File: src/rtl/alu_result_display.sv
// Shows the 8-bit ALU result on a 4-digit multiplexed seven-segment display, in decimal or hex.
// The digits are rebuilt after each input change, and the carry and zero flags are also shown.
module alu_result_display #(
  parameter int SCAN_DIV = 25000
) (
  input  logic       CLK,
  input  logic       RST_N,
  input  logic [7:0] RESULT,
  input  logic       ZERO,
  input  logic       CARRY,
  input  logic       MODE,
  output logic [6:0] SEG,
  output logic       DP,
  output logic [3:0] AN,
  output logic       BUSY
);

  localparam int CW = (SCAN_DIV > 2) ? $clog2(SCAN_DIV) : 1;
  localparam logic [CW-1:0] SCAN_LAST = CW'(SCAN_DIV - 1);

  localparam logic [4:0] CODE_H     = 5'd16;
  localparam logic [4:0] CODE_BLANK = 5'd17;
  localparam logic [4:0] CODE_C     = 5'd18;

  typedef enum logic [1:0] {IDLE, CONVERT, LOAD} state_t;

  state_t      state, state_next;
  logic [7:0]  snap_val;
  logic        snap_mode;
  logic [7:0]  shreg;
  logic [11:0] bcd;
  logic [2:0]  iter;
  logic [4:0]  d2, d1, d0;
  logic        carry_q, zero_q;
  logic [CW-1:0] scan_cnt;
  logic [1:0]  digit_idx;

  logic        changed, capture, shift_en, load_en;
  logic [3:0]  tens_adj, units_adj;
  logic [4:0]  cur_code;

  assign changed = (RESULT != snap_val) || (MODE != snap_mode);

  always_ff @(posedge CLK or negedge RST_N) begin
    if (!RST_N) state <= IDLE;
    else        state <= state_next;
  end

  always_comb begin
    state_next = state;
    case (state)
      IDLE:    if (changed) state_next = MODE ? LOAD : CONVERT;
      CONVERT: if (iter == 3'd7) state_next = LOAD;
      LOAD:    state_next = IDLE;
      default: state_next = IDLE;
    endcase
  end

  always_comb begin
    BUSY     = (state != IDLE);
    capture  = (state == IDLE) && changed;
    shift_en = (state == CONVERT);
    load_en  = (state == LOAD);
  end

  // Hundreds never exceeds 2 for an 8-bit input, so only tens and units need the add-3 step.
  assign tens_adj  = (bcd[7:4] >= 4'd5) ? bcd[7:4] + 4'd3 : bcd[7:4];
  assign units_adj = (bcd[3:0] >= 4'd5) ? bcd[3:0] + 4'd3 : bcd[3:0];

  always_ff @(posedge CLK or negedge RST_N) begin
    if (!RST_N) begin
      snap_val  <= 8'd0;
      snap_mode <= 1'b0;
      shreg     <= 8'd0;
      bcd       <= 12'd0;
      iter      <= 3'd0;
      d2        <= CODE_BLANK;
      d1        <= CODE_BLANK;
      d0        <= 5'd0;
    end else begin
      if (capture) begin
        snap_val  <= RESULT;
        snap_mode <= MODE;
        shreg     <= RESULT;
        bcd       <= 12'd0;
        iter      <= 3'd0;
      end
      if (shift_en) begin
        bcd   <= {bcd[10:8], tens_adj, units_adj, shreg[7]};
        shreg <= {shreg[6:0], 1'b0};
        iter  <= iter + 3'd1;
      end
      if (load_en) begin
        if (snap_mode) begin
          d2 <= CODE_H;
          d1 <= {1'b0, snap_val[7:4]};
          d0 <= {1'b0, snap_val[3:0]};
        end else begin
          d2 <= (bcd[11:8] == 4'd0) ? CODE_BLANK : {1'b0, bcd[11:8]};
          d1 <= (bcd[11:4] == 8'd0) ? CODE_BLANK : {1'b0, bcd[7:4]};
          d0 <= {1'b0, bcd[3:0]};
        end
      end
    end
  end

  always_ff @(posedge CLK or negedge RST_N) begin
    if (!RST_N) begin
      carry_q <= 1'b0;
      zero_q  <= 1'b0;
    end else begin
      carry_q <= CARRY;
      zero_q  <= ZERO;
    end
  end

  always_ff @(posedge CLK or negedge RST_N) begin
    if (!RST_N) begin
      scan_cnt  <= '0;
      digit_idx <= 2'd0;
    end else if (scan_cnt == SCAN_LAST) begin
      scan_cnt  <= '0;
      digit_idx <= digit_idx + 2'd1;
    end else begin
      scan_cnt  <= scan_cnt + 1'b1;
    end
  end

  always_comb begin
    case (digit_idx)
      2'd0:    cur_code = d0;
      2'd1:    cur_code = d1;
      2'd2:    cur_code = d2;
      default: cur_code = carry_q ? CODE_C : CODE_BLANK;
    endcase
  end

  function automatic logic [6:0] seg_decode(input logic [4:0] code);
    case (code)
      5'd0:    return 7'b1000000;
      5'd1:    return 7'b1111001;
      5'd2:    return 7'b0100100;
      5'd3:    return 7'b0110000;
      5'd4:    return 7'b0011001;
      5'd5:    return 7'b0010010;
      5'd6:    return 7'b0000010;
      5'd7:    return 7'b1111000;
      5'd8:    return 7'b0000000;
      5'd9:    return 7'b0010000;
      5'd10:   return 7'b0001000;
      5'd11:   return 7'b0000011;
      5'd12:   return 7'b1000110;
      5'd13:   return 7'b0100001;
      5'd14:   return 7'b0000110;
      5'd15:   return 7'b0001110;
      CODE_H:  return 7'b0001011;
      CODE_C:  return 7'b1000110;
      default: return 7'b1111111;
    endcase
  endfunction

  // AN, SEG and DP are all loaded from the same digit index, so they switch together.
  always_ff @(posedge CLK or negedge RST_N) begin
    if (!RST_N) begin
      AN  <= 4'b1111;
      SEG <= 7'b1111111;
      DP  <= 1'b1;
    end else begin
      AN  <= ~(4'b0001 << digit_idx);
      SEG <= seg_decode(cur_code);
      DP  <= ~(zero_q && (digit_idx == 2'd0));
    end
  end

endmodule
File: config.mk
export PLATFORM = sky130hd
export DESIGN_NAME = alu_result_display
export DESIGN_NICKNAME = d
export VERILOG_FILES = /design/src/rtl/alu_result_display.sv
export SDC_FILE = /design/constraint.sdc
export NUM_CORES = 1
export LEC_CHECK = 0
export CAP_MARGIN = 20
export CELL_PAD_IN_SITES_DETAIL_PLACEMENT = 1
export CELL_PAD_IN_SITES_GLOBAL_PLACEMENT = 2
export CORE_MARGIN = 10
export CORE_UTILIZATION = 35
export CTS_CLUSTER_SIZE = 10
export DETAILED_ROUTE_END_ITERATION = 10
export PLACE_DENSITY = 0.75
export SLEW_MARGIN = 10
export SYNTH_ARGS = -nofsm -noshare
export SYNTH_HDL_FRONTEND = slang
export SYNTH_SLANG_ARGS = --single-unit
File: constraint.sdc
create_clock -name CLK -period 6.2 [get_ports CLK]
set_input_delay 0.62 -clock CLK [delete_from_list [all_inputs] [get_ports CLK]]
set_output_delay 0.62 -clock CLK [all_outputs]
set_load 0.01 [all_outputs]
==> results of run 1 <==
## where the power goes
group,leakage (nW),internal [mW],switching (mW)
Sequential,0.981,0.679,0.150
Clock,0.168,0.403,0.217
Combinational,1.04,0.320,0.394
Total,2.19,1.40,0.761
## worst min-delay path by stage
stage,startpoint,end,cells past startpoint,slack (ns)
after floorplan,RST_N,bcd[0],0,0.32
after global placement,zero_q,DP,1,0.37
after detailed placement,zero_q,DP,1,0.37
after CTS,zero_q,DP,1,0.39
after global routing,RST_N,d2[3],1,0.14
final,RST_N,zero_q,1,0.14
## flip-flops by register name, summed over array words and instances (netlist names), 2 cells and up
register	flops
AN	4
snap_val	8
scan_cnt	15
d2	5
digit_idx	2
d1	5
bcd	12
shreg	8
d0	4
SEG	7
iter	3
state	2
## stage by stage
step | instance area, sq um | hold slack, ns | util
detailed placement | 4420 | 0.370 | 0.389
global route | 4800 | 0.139 | 0.422
floorplan | 4050 | 0.324 | -
finish | 4800 | 0.137 | 0.422
CTS | 4770 | 0.390 | 0.419
global placement | 4420 | 0.369 | 0.389
## layout make-up
type                    count  area, sq um  share of cell area
flip-flops and latches     79         2000               0.416
multi-input cells         274         1890               0.393
repair buffers             31          313              0.0651
clock buffers              10          239              0.0498
well taps                 143          179              0.0373
clock inverters             6          108              0.0224
inverters                  21         78.8              0.0164
## metal layers
metal	GRT usage	up-vias	wire length, um
met5	0	-	0
met4	0.0509	0	155
met3	0.0294	10	356
met2	0.206	40	4800
met1	0.170	1538	4790
li1	-	1433	-
## Yosys cell counts (all sizes together), types with 6 or more instances
| cell | instances |
|---|---|
| dfrtp | 63 |
| nand2 | 60 |
| inv | 21 |
| ha | 19 |
| nor2 | 18 |
| o21ai | 17 |
| dfstp | 16 |
| mux2i | 15 |
| xor2 | 14 |
| a21oi | 12 |
| a22o | 12 |
| buf | 10 |
| nand2b | 9 |
| o211ai | 9 |
| clkbuf | 8 |
| nand3 | 8 |
| xnor2 | 8 |
| a211o | 7 |
| nor3 | 7 |
| o22ai | 6 |
## cells by family (layout without fill, tap and decap cells)
| family | Yosys count | in the layout | share of synthesized area |
|---|---|---|---|
| XOR/XNOR | 22 | 22 | 0.0476 |
| AO/OA/AOI/OAI | 92 | 92 | 0.164 |
| multiplexers | 19 | 19 | 0.0482 |
| adder cells (fa/ha/maj) | 19 | 19 | 0.0587 |
| flip-flops | 79 | 79 | 0.493 |
| AND/OR/NAND/NOR | 122 | 122 | 0.147 |
| buffers and inverters | 39 | 68 | 0.0402 |
==> metrics.txt, run 1 <==
DR iter-0 viols=161; drt first pass iters=4; post-route ant nets=0; dpl cells=546; synth top area cells=dfrtp_1 (39%), dfstp_2 (10%), ha_1 (5.9%); Clock transition at path regs=0.07 ns; Core ar.=11,400 sq um; I/O pin cnt=26; crit-path max FO=15; RSZ-0062 raised after global routing=false; fillers=1,268; WL final=10,100 um; Post CTS Setup Buffer Count=0; CP Cell Sequence=nor2_2 -> inv_1 -> clkdlybuf4s50_1; fraction of layout instances using a drive strength above 1=0.119; Req. time, crit path=5.58 ns; clock latency on the worst-skew pair=0.34 ns; maxcap violations=0; Fmax achieved=359 MHz; CTS tree=yes; DIE AREA=16,300 sq um; cell depth of the worst setup path=3; Diodes inserted=0; CP startpoint kind=flop; yosys warns=0; Synth top area share=0.389; Post-synth ARST share=1.00; port buffer count=25; Post-Syn Nets=424; power per cell area=450 nW/um^2; CP Launch Point=state[1]; critical path capture point type=output port; FF-to-FF End=SEG[6]; most frequent cells in the layout=dfrtp_1 (63), nand2_1 (60), clkdlybuf4s50_1 (24); GRT overflow=0; GP Congestion=0.798; VDD IR max=0.000208 V; Layout Nets=448; CP max-delay cell=dfrtp_1; first-pass GRT wire length=17,300 um; Setup TNS Final=0 ns; GRT Util Overall=0.131; Hold Crit Class=input port to asynchronous set/reset pin; post-synthesis cell type count=53; Leak Pwr=2.19 nW; routed vias=3,021; Die Ht=128 um; WS Path Type=flop to output port; vias in the first global route=3,240; run status=complete, no violations; CTS buffer count=9; number of flops mapped to enable cells by yosys=0; r2r worst-path depth=9; Resize count post-CTS=0; fin crit share=0.450; Critical path destination=BUSY; Slew Limit Fails=0; Final Critical Period=2.79 ns; Post-Layout Cell Count=564; reg-to-reg startpoint=digit_idx[0]; DR DRC count=0; delay-heaviest family, CP=buffers and inverters; # setup viols final=0; Sink Count=79; Overall Power=2.16 mW; Post-synth top flop=dfrtp_1; Core Rows=39; cell count after synthesis=392; R2R setup slack=3.53 ns; register area share after synthesis=0.493; CP peak stage delay=0.60 ns; cell taking the most area after synthesis=dfrtp_1; WP buf/inv=2; largest net degree at the start of global routing=80; crit path DAT=2.17 ns; via-per-instance ratio=5.36; Initial Util=0.356; dpl ws=3.03 ns; Layout Skew=0.00716 ns; Post-CTS Hold Buffers=0; Die Span X=128 um; slew margin rel.=0.303; Layout area overhead=18.6%; clock tree root buffer cell=clkbuf_16; Detail Placement HPWL=7020 um; Hold Vio Cnt, Final=0; initial antenna violation count=0; clock buffer depth=2; WL per Instance=17.9 um; htree depth=3; Syn Area/Cell=10.3 sq um; Synth Register Bits=79; commonest non-fill, non-tap cell in the layout=dfrtp_1; post-synthesis instance area=4050 sq um; worst setup margin=3.41 ns; Slew @ Worst Pin=1.05 ns
Note: power is estimated with default switching activity, not from simulation.
==> inputs of run 2 (changes only) <==
==> constraint.sdc (replaced) <==
create_clock -name CLK -period 2.7 [get_ports CLK]
set_input_delay 0.27 -clock CLK [delete_from_list [all_inputs] [get_ports CLK]]
set_output_delay 0.27 -clock CLK [all_outputs]
set_load 0.01 [all_outputs]
==> run 2 against run 1 <==
Effect of this change:
- combinational power up 150%
- design area is 0.94% higher
- first-iteration DRC count increased by 38%
- register-to-register slack worse by 3.2 ns
- worst hold slack better by 0.24 ns
- die area unchanged
- cell count increased by 2.0%
- highest routed layer unchanged
- flip-flop and latch count did not move
- via count rose by 1.6%
==> metrics.txt, run 2 (synthesis results as in run 1) <==
biggest regs=scan_cnt: 15 flops, bcd: 12 flops; CTS tree=yes; Diodes inserted=0 (unchanged); met2 WL=4510 um (-6.1%); final core occ=0.426 (+0.00396); fin crit share=0.879; Hold Vio Cnt, Final=0 (unchanged); Core Rows=39 (unchanged); switching pwr=1.74 mW (+130%); CP Launch Point=digit_idx[1]; top sig layer=met4; Setup TNS Final=0 ns (unchanged); post-route ant nets=0 (unchanged); slew margin rel.=0.534 (+0.231); Core ar.=11,400 sq um (unchanged); DRT met1 WL=4920 um (+2.8%); Final Critical Period=2.37 ns; WS Path Type=flop to flop; Clock transition at path regs=0.06 ns (about the same); wire length on met3=332 um (-6.7%); Initial Util=0.356 (unchanged); critical path capture point type=flop; Die Span X=128 um (unchanged); crit path DAT=2.64 ns (+0.47 ns); fillers=1,285 (+1.3%); most frequent cells in the layout=dfrtp_1 (63), nand2_1 (60), clkdlybuf4s50_1 (24); clock share of power=0.265 (-0.022); r2r worst-path depth=7 (-2); fraction of layout instances using a drive strength above 1=0.137 (+0.0178); CP startpoint kind=flop; Resize count post-CTS=0 (unchanged); run status=complete, no violations; DIE AREA=16,300 sq um (unchanged); Post-Layout Cell Count=575 (+2.0%); initial antenna violation count=0 (unchanged); R2R setup slack=0.33 ns (-3.20 ns); FF-to-FF End=SEG[6]; Req. time, crit path=2.97 ns (-2.61 ns); Layout area overhead=19.8%; Hold Crit Class=input port to flop; Pint=3.16 mW (+130%); routed vias=3,070 (+1.6%); Sink Count=79 (unchanged); VDD IR max=0.000382 V (+84%); maxcap violations=0 (unchanged); clock buffer depth=2 (unchanged); reg-to-reg startpoint=digit_idx[1]; power per cell area=1010 nW/um^2 (+120%); RSZ-0062 raised after global routing=false; Layout Skew=0.00537 ns (-0.00178 ns); worst setup margin=0.326 ns (-3.09 ns); commonest non-fill, non-tap cell in the layout=dfrtp_1; first-pass GRT wire length=17,000 um (-2.0%); port buffer count=25 (unchanged); dpl ws=0.365 ns (-2.67 ns); GRT overflow=0 (unchanged); GRT Util Overall=0.128 (-0.00304); WL per Instance=17.3 um (-3.6%); max reg flops=15 (unchanged); crit-path max FO=7 (-8); Fmax achieved=421 MHz; clock tree root buffer cell=clkbuf_16; DR DRC count=0 (unchanged); drt first pass iters=4 (unchanged); Die Ht=128 um (unchanged); Layout Nets=459 (+2.5%); clock latency on the worst-skew pair=0.34 ns (about the same); vias in the first global route=3,291 (+1.6%); Leak Pwr=2.22 nW (+1.3%); Top reg by flops=scan_cnt; GP Congestion=0.845 (+5.8%); Slew @ Worst Pin=0.692 ns (-0.353 ns); htree depth=3 (unchanged); DR iter-0 viols=222 (+38%); # setup viols final=0 (unchanged); Slew Limit Fails=0 (unchanged); WL final=9930 um (-1.7%); CTS buffer count=9 (unchanged); largest net degree at the start of global routing=44 (-45%); via-per-instance ratio=5.34 (-0.32%); Detail Placement HPWL=7180 um (+2.2%); Comb pwr share=0.360 (+0.030); switch share=0.355 (+0.00341); I/O pin cnt=26 (unchanged); dpl cells=558 (+2.2%); Critical path destination=SEG[6]; Seq pwr share=0.375 (-0.008)
-- run 2: cell types whose count changed in the layout (fill, tap and decap cells not counted), sizes merged --
| cell | change |
|---|---|
| dlygate4sd3 | +1 |
| bufinv | -1 |
| buf | +10 |
| clkinvlp | +1 |
-- run 2: layout make-up --
type | instances | area, sq um | share of cell area
clock inverter | 6 | 85.1 | 0.0176
multi-input combinational | 274 | 1890 | 0.390
sequential | 79 | 2000 | 0.412
timing repair buffer | 42 | 390 | 0.0805
inverter | 21 | 78.8 | 0.0163
tap | 143 | 179 | 0.0369
clock buffer | 10 | 229 | 0.0472
-- run 2: how the worst min path moves through the flow --
stage          startpoint       to  cells past startpoint
6_report            CARRY  carry_q                      1
3_3_place_gp        RST_N  carry_q                      1
2_1_floorplan       RST_N   bcd[0]                      0
3_5_place_dp        RST_N  carry_q                      1
4_1_cts             CARRY  carry_q                      1
5_1_grt             CARRY  carry_q                      1
-- run 2: power by group through the flow --
stage          clock network [mW]  registers [mW]  logic, mW
2_1_floorplan                   0            1.78       1.19
3_3_place_gp                    0            1.85       1.73
3_5_place_dp                    0            1.86       1.77
4_1_cts                      1.33            1.84       1.79
5_1_grt                      1.39            1.88       1.98
6_report                     1.30            1.84       1.77
-- run 2: routing by layer --
metal | GRT usage | vias up
li1 | - | 1465
met1 | 0.166 | 1556
met2 | 0.202 | 36
met3 | 0.0244 | 13
met4 | 0.0563 | 0
met5 | 0 | -
-- run 2: stage by stage --
step	power (mW)	hold WS, ns	area (sq um)
6_report	4.90	0.375	4850
5_1_grt	5.25	0.371	4850
4_1_cts	4.96	0.371	4850
3_5_place_dp	3.64	0.284	4520
3_3_place_gp	3.58	0.286	4520
2_1_floorplan	2.96	-0.0256	4050
-- run 2: worst max-delay path: stages (launching register included) --
cell and delay [ns]:
dfrtp_1 0.40, inv_1 0.10, ha_1 0.28, a222oi_1 0.44
mux2i_1 0.24, ha_1 0.28, or3b_1 0.36, a41o_1 0.21
-- run 2: what timing repair did --
action                                 4_1_cts  5_1_grt
setup buffers                                0        0
hold buffers                                 1        0
endpoints found under the hold margin       31        0
